[src/rtl/muldiv_pkg.sv]
// Shared encodings for the sequential multiply/divide unit: op codes, FSM states
// and the iteration count.
package muldiv_pkg;

  localparam int ITER = 32;

  typedef enum logic [1:0] {
    OP_MULT  = 2'b00,
    OP_MULTU = 2'b01,
    OP_DIV   = 2'b10,
    OP_DIVU  = 2'b11
  } op_t;

  typedef enum logic [1:0] {
    ST_IDLE = 2'b00,
    ST_CALC = 2'b01,
    ST_FIX  = 2'b10,
    ST_DONE = 2'b11
  } state_t;

  // Magnitude for signed ops, raw value for unsigned ones.
  function automatic logic [31:0] mag32(input logic [31:0] v, input logic is_signed);
    return (is_signed && v[31]) ? (~v + 32'd1) : v;
  endfunction

endpackage

[src/rtl/muldiv_step.sv]
// One iteration of the shared datapath: shift-add multiply or restoring divide
// on a 64-bit accumulator ({upper, lower}).
module muldiv_step (
  input  logic        is_div,
  input  logic [63:0] acc_in,
  input  logic [31:0] operand,
  output logic [63:0] acc_out
);

  logic [32:0] sum;
  logic [32:0] shifted;
  logic [32:0] diff;
  logic        ge;

  always_comb begin
    // Multiply: conditionally add the multiplicand to the upper half, then shift right.
    sum     = {1'b0, acc_in[63:32]} + (acc_in[0] ? {1'b0, operand} : 33'd0);
    // Divide: bring the next dividend bit into the partial remainder, trial-subtract.
    shifted = acc_in[63:31];
    diff    = shifted - {1'b0, operand};
    ge      = (shifted >= {1'b0, operand});
    if (is_div)
      acc_out = {(ge ? diff[31:0] : shifted[31:0]), acc_in[30:0], ge};
    else
      acc_out = {sum, acc_in[31:1]};
  end

endmodule

[src/rtl/muldiv_seq.sv]
// Iterative MULT/MULTU/DIV/DIVU unit: 32 CALC steps, one FIX step for sign
// correction, then HI/LO are written and a one-cycle done pulse is raised.
module muldiv_seq #(
  parameter int ITER = muldiv_pkg::ITER
) (
  input  logic        gclk,
  input  logic        reset,
  input  logic        start,
  input  logic [1:0]  op,
  input  logic [31:0] a,
  input  logic [31:0] b,
  input  logic        kill,
  output logic        busy,
  output logic        done,
  output logic [31:0] hi,
  output logic [31:0] lo
);
  import muldiv_pkg::*;

  state_t      state_reg;
  op_t         op_reg;
  logic [31:0] a_reg;
  logic [31:0] b_reg;
  logic [63:0] acc_reg;
  logic [4:0]  cnt_reg;
  logic        busy_reg;
  logic        done_reg;
  logic [31:0] hi_reg;
  logic [31:0] lo_reg;

  logic        is_signed;
  logic        is_div;
  logic [31:0] operand;
  logic [63:0] acc_next;
  logic [31:0] hi_next;
  logic [31:0] lo_next;
  logic [63:0] prod;
  logic [31:0] quo;
  logic [31:0] rem;
  logic        neg;

  assign is_signed = ~op_reg[0];
  assign is_div    = op_reg[1];
  assign operand   = mag32(b_reg, is_signed);

  muldiv_step u_step (
    .is_div  (is_div),
    .acc_in  (acc_reg),
    .operand (operand),
    .acc_out (acc_next)
  );

  // Sign correction applied to the magnitude result while in FIX.
  always_comb begin
    neg     = is_signed & (a_reg[31] ^ b_reg[31]);
    prod    = neg ? (~acc_reg + 64'd1) : acc_reg;
    quo     = neg ? (~acc_reg[31:0] + 32'd1) : acc_reg[31:0];
    rem     = (is_signed && a_reg[31]) ? (~acc_reg[63:32] + 32'd1) : acc_reg[63:32];
    hi_next = prod[63:32];
    lo_next = prod[31:0];
    if (is_div) begin
      if (b_reg == 32'd0) begin
        hi_next = a_reg;
        lo_next = 32'hFFFF_FFFF;
      end else begin
        hi_next = rem;
        lo_next = quo;
      end
    end
  end

  always_ff @(posedge gclk or posedge reset) begin
    if (reset) begin
      state_reg <= ST_IDLE;
      op_reg    <= OP_MULT;
      a_reg     <= '0;
      b_reg     <= '0;
      acc_reg   <= '0;
      cnt_reg   <= '0;
      busy_reg  <= 1'b0;
      done_reg  <= 1'b0;
      hi_reg    <= '0;
      lo_reg    <= '0;
    end else if (kill) begin
      state_reg <= ST_IDLE;
      busy_reg  <= 1'b0;
      done_reg  <= 1'b0;
    end else begin
      case (state_reg)
        ST_IDLE, ST_DONE: begin
          done_reg <= 1'b0;
          if (start) begin
            op_reg    <= op_t'(op);
            a_reg     <= a;
            b_reg     <= b;
            acc_reg   <= {32'd0, mag32(a, ~op[0])};
            cnt_reg   <= '0;
            busy_reg  <= 1'b1;
            state_reg <= ST_CALC;
          end else begin
            state_reg <= ST_IDLE;
          end
        end
        ST_CALC: begin
          acc_reg <= acc_next;
          if (cnt_reg == 5'(ITER - 1)) begin
            state_reg <= ST_FIX;
          end else begin
            cnt_reg <= cnt_reg + 5'd1;
          end
        end
        ST_FIX: begin
          hi_reg    <= hi_next;
          lo_reg    <= lo_next;
          busy_reg  <= 1'b0;
          done_reg  <= 1'b1;
          state_reg <= ST_DONE;
        end
        default: begin
          state_reg <= ST_IDLE;
          busy_reg  <= 1'b0;
          done_reg  <= 1'b0;
        end
      endcase
    end
  end

  assign busy = busy_reg;
  assign done = done_reg;
  assign hi   = hi_reg;
  assign lo   = lo_reg;

endmodule

[config.mk]
export PLATFORM = sky130hd
export DESIGN_NAME = muldiv_seq
export DESIGN_NICKNAME = d
export VERILOG_FILES = /design/src/rtl/muldiv_pkg.sv /design/src/rtl/muldiv_step.sv /design/src/rtl/muldiv_seq.sv
export SDC_FILE = /design/constraint.sdc
export NUM_CORES = 1
export LEC_CHECK = 0
export CORE_AREA = 2 2 129 224
export CTS_CLUSTER_SIZE = 12
export DETAILED_ROUTE_END_ITERATION = 10
export DIE_AREA = 0 0 131 226
export PLACE_DENSITY = 0.93
export SLEW_MARGIN = 10
export SYNTH_ARGS = -nofsm -noshare
export SYNTH_HDL_FRONTEND = slang
export SYNTH_HIERARCHICAL = 1
export SYNTH_SLANG_ARGS = --single-unit
[constraint.sdc]
create_clock -name gclk -period 7.6 [get_ports gclk]
set_input_delay 1.52 -clock gclk [delete_from_list [all_inputs] [get_ports gclk]]
set_output_delay 1.52 -clock gclk [all_outputs]
set_load 0.03 [all_outputs]
==> results of run 1 <==
## synthesized netlist by cell type, types with 12 or more instances
cell,count,area (sq um)
o21a_1,13,97.59
nor3_1,42,210.2
a221o_1,13,130.1
a21o_1,40,300.3
or3_1,26,162.7
and2_1,39,244.0
inv_1,71,266.5
xnor2_1,103,902.1
and3_1,16,100.1
clkbuf_1,98,367.9
xor2_1,82,718.2
a21oi_1,163,815.8
o31ai_1,16,120.1
ha_1,72,900.9
mux2i_1,34,340.3
nand4_1,17,106.4
a22o_1,31,271.5
nor4_1,28,175.2
nor2b_1,14,87.58
dfrtp_1,203,5080
nor2_1,180,675.7
buf_1,12,45.04
a31oi_1,50,312.8
nand2_1,118,442.9
mux2_2,94,1059
o211ai_1,21,157.7
nand3_1,38,190.2
o21ai_0,91,455.4
nand2b_1,16,100.1
## layout make-up
type                    instances  area share
inverters                      71     0.01471
clock buffers                  25     0.03009
well taps                     373     0.02505
multi-input cells            1539      0.5730
repair buffers                160     0.08260
flip-flops and latches        203      0.2727
clock inverters                 2    0.001880
## layer usage
layer	part of all wire	GRT usage	vias up
met2	0.50	0.6579	959
met5	0.00046	0	-
met1	0.32	0.3862	7689
li1	-	-	7178
met4	0.096	0.3154	4
met3	0.081	0.07368	379
## report_power, final
| part | internal [W] | switching [W] |
|---|---|---|
| sequential | 0.00157 | 0.000721 |
| combinational | 0.00277 | 0.00418 |
| clock | 0.000547 | 0.000431 |
## logic make-up (layout without fill, tap and decap cells)
logic type	after synthesis	in the layout
compound gates	559	559
xor+xnor	185	185
fa+ha+maj	74	74
buf+inv	186	258
flops	203	203
mux	128	128
simple gates	593	593
## worst min-delay path by stage
| stage | start | endpoint | slack [ns] | depth (start not counted) |
|---|---|---|---|---|
| final | a_reg[30] | a_reg[30] | 0.51 | 1 |
| after global routing | a_reg[0] | a_reg[0] | 0.52 | 2 |
| after CTS | a_reg[0] | a_reg[0] | 0.50 | 2 |
| after detailed placement | a_reg[0] | a_reg[0] | 0.48 | 2 |
| after global placement | a_reg[0] | a_reg[0] | 0.47 | 2 |
| after floorplan | a_reg[0] | a_reg[0] | 0.45 | 2 |
## layout by cell type, fill, tap and decap left out, types with 26 or more instances in the layout
| cell type | n |
|---|---|
| or3_1 | 26 |
| a31oi_1 | 50 |
| nor3_1 | 42 |
| xor2_1 | 82 |
| a22o_1 | 31 |
| and2_1 | 39 |
| clkdlybuf4s50_1 | 135 |
| inv_1 | 70 |
| mux2_2 | 94 |
| nand2_1 | 118 |
| a21oi_1 | 162 |
| xnor2_1 | 103 |
| ha_1 | 72 |
| dfrtp_1 | 202 |
| nor2_1 | 180 |
| o21ai_0 | 91 |
| nor4_1 | 28 |
| mux2i_1 | 34 |
| a21o_1 | 39 |
| nand3_1 | 38 |
## through the flow
step | area (sq um) | setup WS (ns) | hold WS [ns] | power (W) | cells
2_1_floorplan | 16440 | 0.5409 | 0.4492 | 0.007013 | 1928
3_3_place_gp | 18030 | 2.547 | 0.4657 | 0.008774 | 2346
3_5_place_dp | 18030 | 2.437 | 0.4840 | 0.008956 | 2346
4_1_cts | 18630 | 2.390 | 0.4983 | 0.009973 | 2373
5_1_grt | 18630 | 1.868 | 0.5248 | 0.01083 | 2373
6_report | 18630 | 2.317 | 0.5063 | 0.01021 | 2373
## worst register-to-register path: stages (launching register included)
cell,delay [ns]
dfrtp_1,0.41
nor3_1,0.61
nand4b_1,0.31
o41ai_1,0.64
nand2_1,0.15
xor2_1,0.20
inv_1,0.06
ha_1,0.43
nand2_1,0.11
nor3_1,0.26
a22o_1,0.19
nor4_1,0.06
o21ai_1,0.20
nand3_1,0.26
and2_2,0.41
a2111oi_0,0.46
o22ai_1,0.15
a22o_1,0.23
==> impl_metrics.csv, run 1 <==
group,metric,value,unit
pwr,power.density,548.1,mW/mm^2
yosys,synth_top_family_by_area,"compound AO/OA/AOI/OAI gates",
clock_tree,cts_sinks,203,
place,gp_congestion,1.017,
setup_path,r2r_cells,17,
detailed_routing,ant_nets,0,
floorplan,dieArea,0.02961,sq mm
global_route,track_usage,0.3804,
setup_path,path_buf_inv,1,
setup_path,arrival,5.69,ns
clock_tree,clk-insertion-delay-late,0.52,ns
yosys,async_flop_share,1.000,
setup_path,worst_path_max_delay_cell,"o41ai_1",
final_layout,antenna_cells,0,
setup_path,cp_top_family,"simple AND/OR/NAND/NOR gates",
detailed_routing,first_iter_violations,1663,
timing,tns,0,ns
yosys,synthXorXnorAreaFrac,0.09855,
global_route,antenna_found_initial,2,
detailed_routing,drc,0,
timing,max_freq,0.1893,GHz
detailed_routing,wl,56270,um
final_layout,post-route-util,0.6685,
setup_path,path_depth,17,
yosys,syn-num-nets,2072,
setup_path,ff2ff_setup_slack,2.32,ns
yosys,ys_types,90,
timing,setup_viol,0,
final_layout,largest_register_ffs,64,
floorplan,pin_count,136,
final_layout,drive_gt1_frac,0.09350,
detailed_routing,via_count,16210,
setup_path,crit_path_end_kind,"flip-flop",
global_route,first_global_vias,16330,
final_layout,final_nets,2140,
setup_path,worstSetupPathType,"reg -> reg",
detailed_routing,first_pass_iters,6,
clock_tree,cts_buffers,21,
clock_tree,cts.clk_slew.worst_paths,0.07,ns
place,dp_hpwl,41270,um
yosys,synth_ff_type,"dfrtp_1",
yosys,synth.area.mux_share,0.08508,
yosys,synth-simple-area-share,0.1835,
timing,rsz0062_at_grt,"false",
floorplan,core_area,0.02787,sq mm
yosys,synthAdderAreaFrac,0.05723,
yosys,ys_seq_elements,203,
pwr,ir_worst_vdd,0.0002903,V
yosys,avgSynthCellArea,8.527,sq um
clock_tree,htree_levels,1,
setup_path,reg2reg_to,"acc_reg[60]",
final_layout,layout.area.seq,0.005081,sq mm
timing,finClkSkew,0.01487,ns
floorplan,die_y,226,um
global_route,grt_max_degree,125,
timing,period_minus_slack,5.283,ns
setup_path,cp_data_required_time,8.01,ns
floorplan,initial_core_util,0.5899,
run,max-cap-violations,0,
setup_path,crit_chain,"nor3_1 > nand4b_1 > o41ai_1 > nand2_1 > xor2_1 > inv_1 > ha_1 > nand2_1 > nor3_1 > a22o_1 > nor4_1 > o21ai_1 > nand3_1 > and2_2 > a2111oi_0 > o22ai_1 > a22o_1",
clock_tree,cts_tree,"done",
timing,relSlewSlack,0.1021,
detailed_routing,viasPerCell,6.831,
setup_path,cp-start-kind,"flip-flop",
timing,timing.final.crit_share,0.6951,
timing,hold_viol,0,
place,io_buffers,135,
clock_tree,cts_resized,0,
floorplan,die_width,131,um
setup_path,crit_path_end,"acc_reg[60]",
min_path,hold_path.class,"reg -> reg",
pwr,p_leak,8.027,nW
timing,drv_slew,0,
setup_path,critical_path.max_fanout,14,
setup_path,max_stage_delay,0.64,ns
final_layout,area.growth.synth_to_final,13.33,%
global_route,grt_pass1_wl,87010,um
final_layout,multi_input_area,0.01068,sq mm
setup_path,critPathLaunch,"b_reg[3]",
yosys,syn-instance-count,1928,
clock_tree,post_cts_buffers,0,
status,status,"finished clean",
final_layout,fill_cells,2182,
clock_tree,cts-root-buf,"clkbuf_16",
detailed_routing,wl_per_cell,23.71,um
yosys,yosysWarnings,6,
timing,worstMarginPinSlew,1.342,ns
global_route,grt_overflow_total,0,
clock_tree,cts_hold_buffers,0,
yosys,synth_area,0.01644,sq mm
floorplan,rows,81,
setup_path,reg2reg_from,"b_reg[3]",
yosys,synth_compound_area_frac,0.2231,
clock_tree,cts_buffer_depth,3,
yosys,synth_edf_count,0,
yosys,ys_seq_area_frac,0.3090,
Note: power is estimated with default switching activity, not from simulation.
==> inputs of run 2 (changes only) <==
==> constraint.sdc (replaced) <==
create_clock -name gclk -period 5.3 [get_ports gclk]
set_input_delay 1.06 -clock gclk [delete_from_list [all_inputs] [get_ports gclk]]
set_output_delay 1.06 -clock gclk [all_outputs]
set_load 0.03 [all_outputs]
==> run 2 against run 1 <==
  * Combinational power rose by 45%
  * First-iteration DRC count rose by 1.1%
  * Maximum frequency rose by 7.3%
  * Critical endpoint is now acc_reg[46]
  * Largest cell class unchanged
==> impl_metrics.csv, run 2 (synthesized netlist as in run 1, its figures left out) <==
group,metric,value,unit
status,status,"finished clean",
setup_path,cp_data_required_time,5.70,ns
global_route,grt_overflow_total,0,
final_layout,layout_common_cells,"202 x dfrtp_1, 180 x nor2_1, 162 x a21oi_1",
pwr,p_leak,8.149,nW
final_layout,final_common_cell,"dfrtp_1",
floorplan,core_area,0.02787,sq mm
floorplan,rows,81,
setup_path,cp-start-kind,"flip-flop",
final_layout,drive_gt1_frac,0.1060,
pwr,total_power,0.01475,W
timing,finClkSkew,0.01458,ns
floorplan,initial_core_util,0.5899,
setup_path,reg2reg_to,"acc_reg[46]",
setup_path,crit_path_end_kind,"flip-flop",
min_path,min_from,"a_reg[0]",
detailed_routing,wl,56790,um
setup_path,ff2ff_setup_slack,0.38,ns
detailed_routing,via_count,16480,
floorplan,pin_count,136,
place,io_buffers,135,
timing,max_freq,0.2031,GHz
clock_tree,cts_sinks,203,
timing,worstMarginPinSlew,1.341,ns
setup_path,worstSetupPathType,"reg -> reg",
pwr,power.density,782.7,mW/mm^2
clock_tree,htree_levels,1,
setup_path,r2r_cells,18,
pwr,ir_worst_vdd,0.0005990,V
global_route,track_usage,0.3869,
setup_path,arrival,5.33,ns
setup_path,critical_path.max_fanout,14,
clock_tree,clk-insertion-delay-late,0.52,ns
timing,period_minus_slack,4.924,ns
place,dp_hpwl,41730,um
detailed_routing,wl_per_cell,23.63,um
setup_path,reg2reg_from,"b_reg[18]",
clock_tree,cts.clk_slew.worst_paths,0.06,ns
clock_tree,cts_buffer_depth,3,
floorplan,dieArea,0.02961,sq mm
timing,relSlewSlack,0.1025,
timing,hold_ws,0.5078,ns
clock_tree,cts-root-buf,"clkbuf_16",
detailed_routing,first_iter_violations,1681,
timing,tns,0,ns
detailed_routing,first_pass_iters,6,
clock_tree,cts_tree,"done",
final_layout,final_nets,2166,
min_path,holdPathStages,2,
timing,rsz0062_at_grt,"false",
min_path,hold_path.class,"reg -> reg",
timing,timing.final.crit_share,0.9290,
min_path,hold_path_end,"a_reg[0]",
global_route,grt_max_degree,141,
timing,drv_slew,0,
timing,hold_viol,0,
place,place_area,0.01823,sq mm
clock_tree,cts_buffers,21,
detailed_routing,viasPerCell,6.859,
clock_tree,cts_hold_buffers,0,
run,max-cap-violations,0,
global_route,antenna_found_initial,2,
global_route,grt_pass1_wl,88060,um
timing,setup_viol,0,
global_route,first_global_vias,16530,
floorplan,die_width,131,um
final_layout,area.growth.synth_to_final,14.59,%
floorplan,die_y,226,um
final_layout,final_area,0.01884,sq mm
final_layout,largest_register_ffs,64,
detailed_routing,drc,0,
place,gp_congestion,1.027,
final_layout,fill_cells,2157,
detailed_routing,ant_nets,0,
==> run 2: cell count changes in the layout (fill, tap and decap cells not counted), sizes merged <==
cell / before / now
buf: 25 / 51
bufinv: 1 / 0
clkbuf: 25 / 27
clkinv: 1 / 2
clkinvlp: 0 / 1
diode: 0 / 2
inv: 71 / 70
==> run 2: metrics by stage <==
| stage | std cells | setup slack, ns | utilization |
|---|---|---|---|
| final | 2403 | 0.3765 | 0.6760 |
| after global routing | 2401 | 0.05190 | 0.6758 |
| after CTS | 2401 | 0.3856 | 0.6750 |
| after detailed placement | 2372 | 0.4183 | 0.6542 |
| after global placement | 2372 | 0.6229 | 0.6542 |
| after floorplan | 1928 | 0.9766 | - |
==> run 2: final cells by class <==
| class | instances | area (sq um) | area share |
|---|---|---|---|
| antenna | 2 | 5.005 | 0.0002657 |
| tap | 373 | 466.7 | 0.02477 |
| clock buffer | 27 | 568.0 | 0.03015 |
| timing repair buffer | 186 | 1747 | 0.09271 |
| clock inverter | 2 | 10.01 | 0.0005313 |
| inverter | 71 | 270.3 | 0.01435 |
| multi-input combinational | 1539 | 10690 | 0.5675 |
| sequential | 203 | 5081 | 0.2697 |
==> run 2: critical path, cell delays in order, from the launching register on <==
cell     delay, ns
dfrtp_1       0.45
nor4_1        0.69
nand4_1       0.25
nor2_1        0.26
and2_1        0.26
nor2_1        0.07
xor2_1        0.22
inv_1         0.08
ha_1          0.48
and4_1        0.33
nand3_1       0.20
nor2_1        0.20
nand3_1       0.10
o211a_1       0.22
nand2_1       0.14
buf_4         0.30
mux2i_1       0.24
a21oi_1       0.09
a22o_1        0.22
==> run 2: worst max path at each step <==
stage / from / end / slack [ns] / cells past startpoint
after global placement: b_reg[7] / acc_reg[62] / 0.62 / 17
after floorplan: b_reg[3] / acc_reg[59] / 0.98 / 16
after CTS: b_reg[6] / acc_reg[62] / 0.39 / 17
final: b_reg[18] / acc_reg[46] / 0.38 / 18
after global routing: b_reg[0] / acc_reg[62] / 0.05 / 20
after detailed placement: b_reg[6] / acc_reg[60] / 0.42 / 17
==> run 2: routing by layer <==
metal / track usage / vias up / wire [um]
met4: 0.3476 / 2 / 5988
met3: 0.08126 / 418 / 4591
met5: 0 / - / 12
met2: 0.6549 / 1097 / 27870
li1: - / 7234 / -
met1: 0.3898 / 7731 / 18320
==> run 2: report_power, final <==
| group | switching (W) | internal, W |
|---|---|---|
| clock | 0.000622 | 0.000742 |
| sequential | 0.00107 | 0.00225 |
| combinational | 0.00598 | 0.00408 |
==> run 2: repair_timing <==
item,CTS,global route
resized for setup,0,3
endpoints found under the setup margin,0,5
setup buffers,0,0
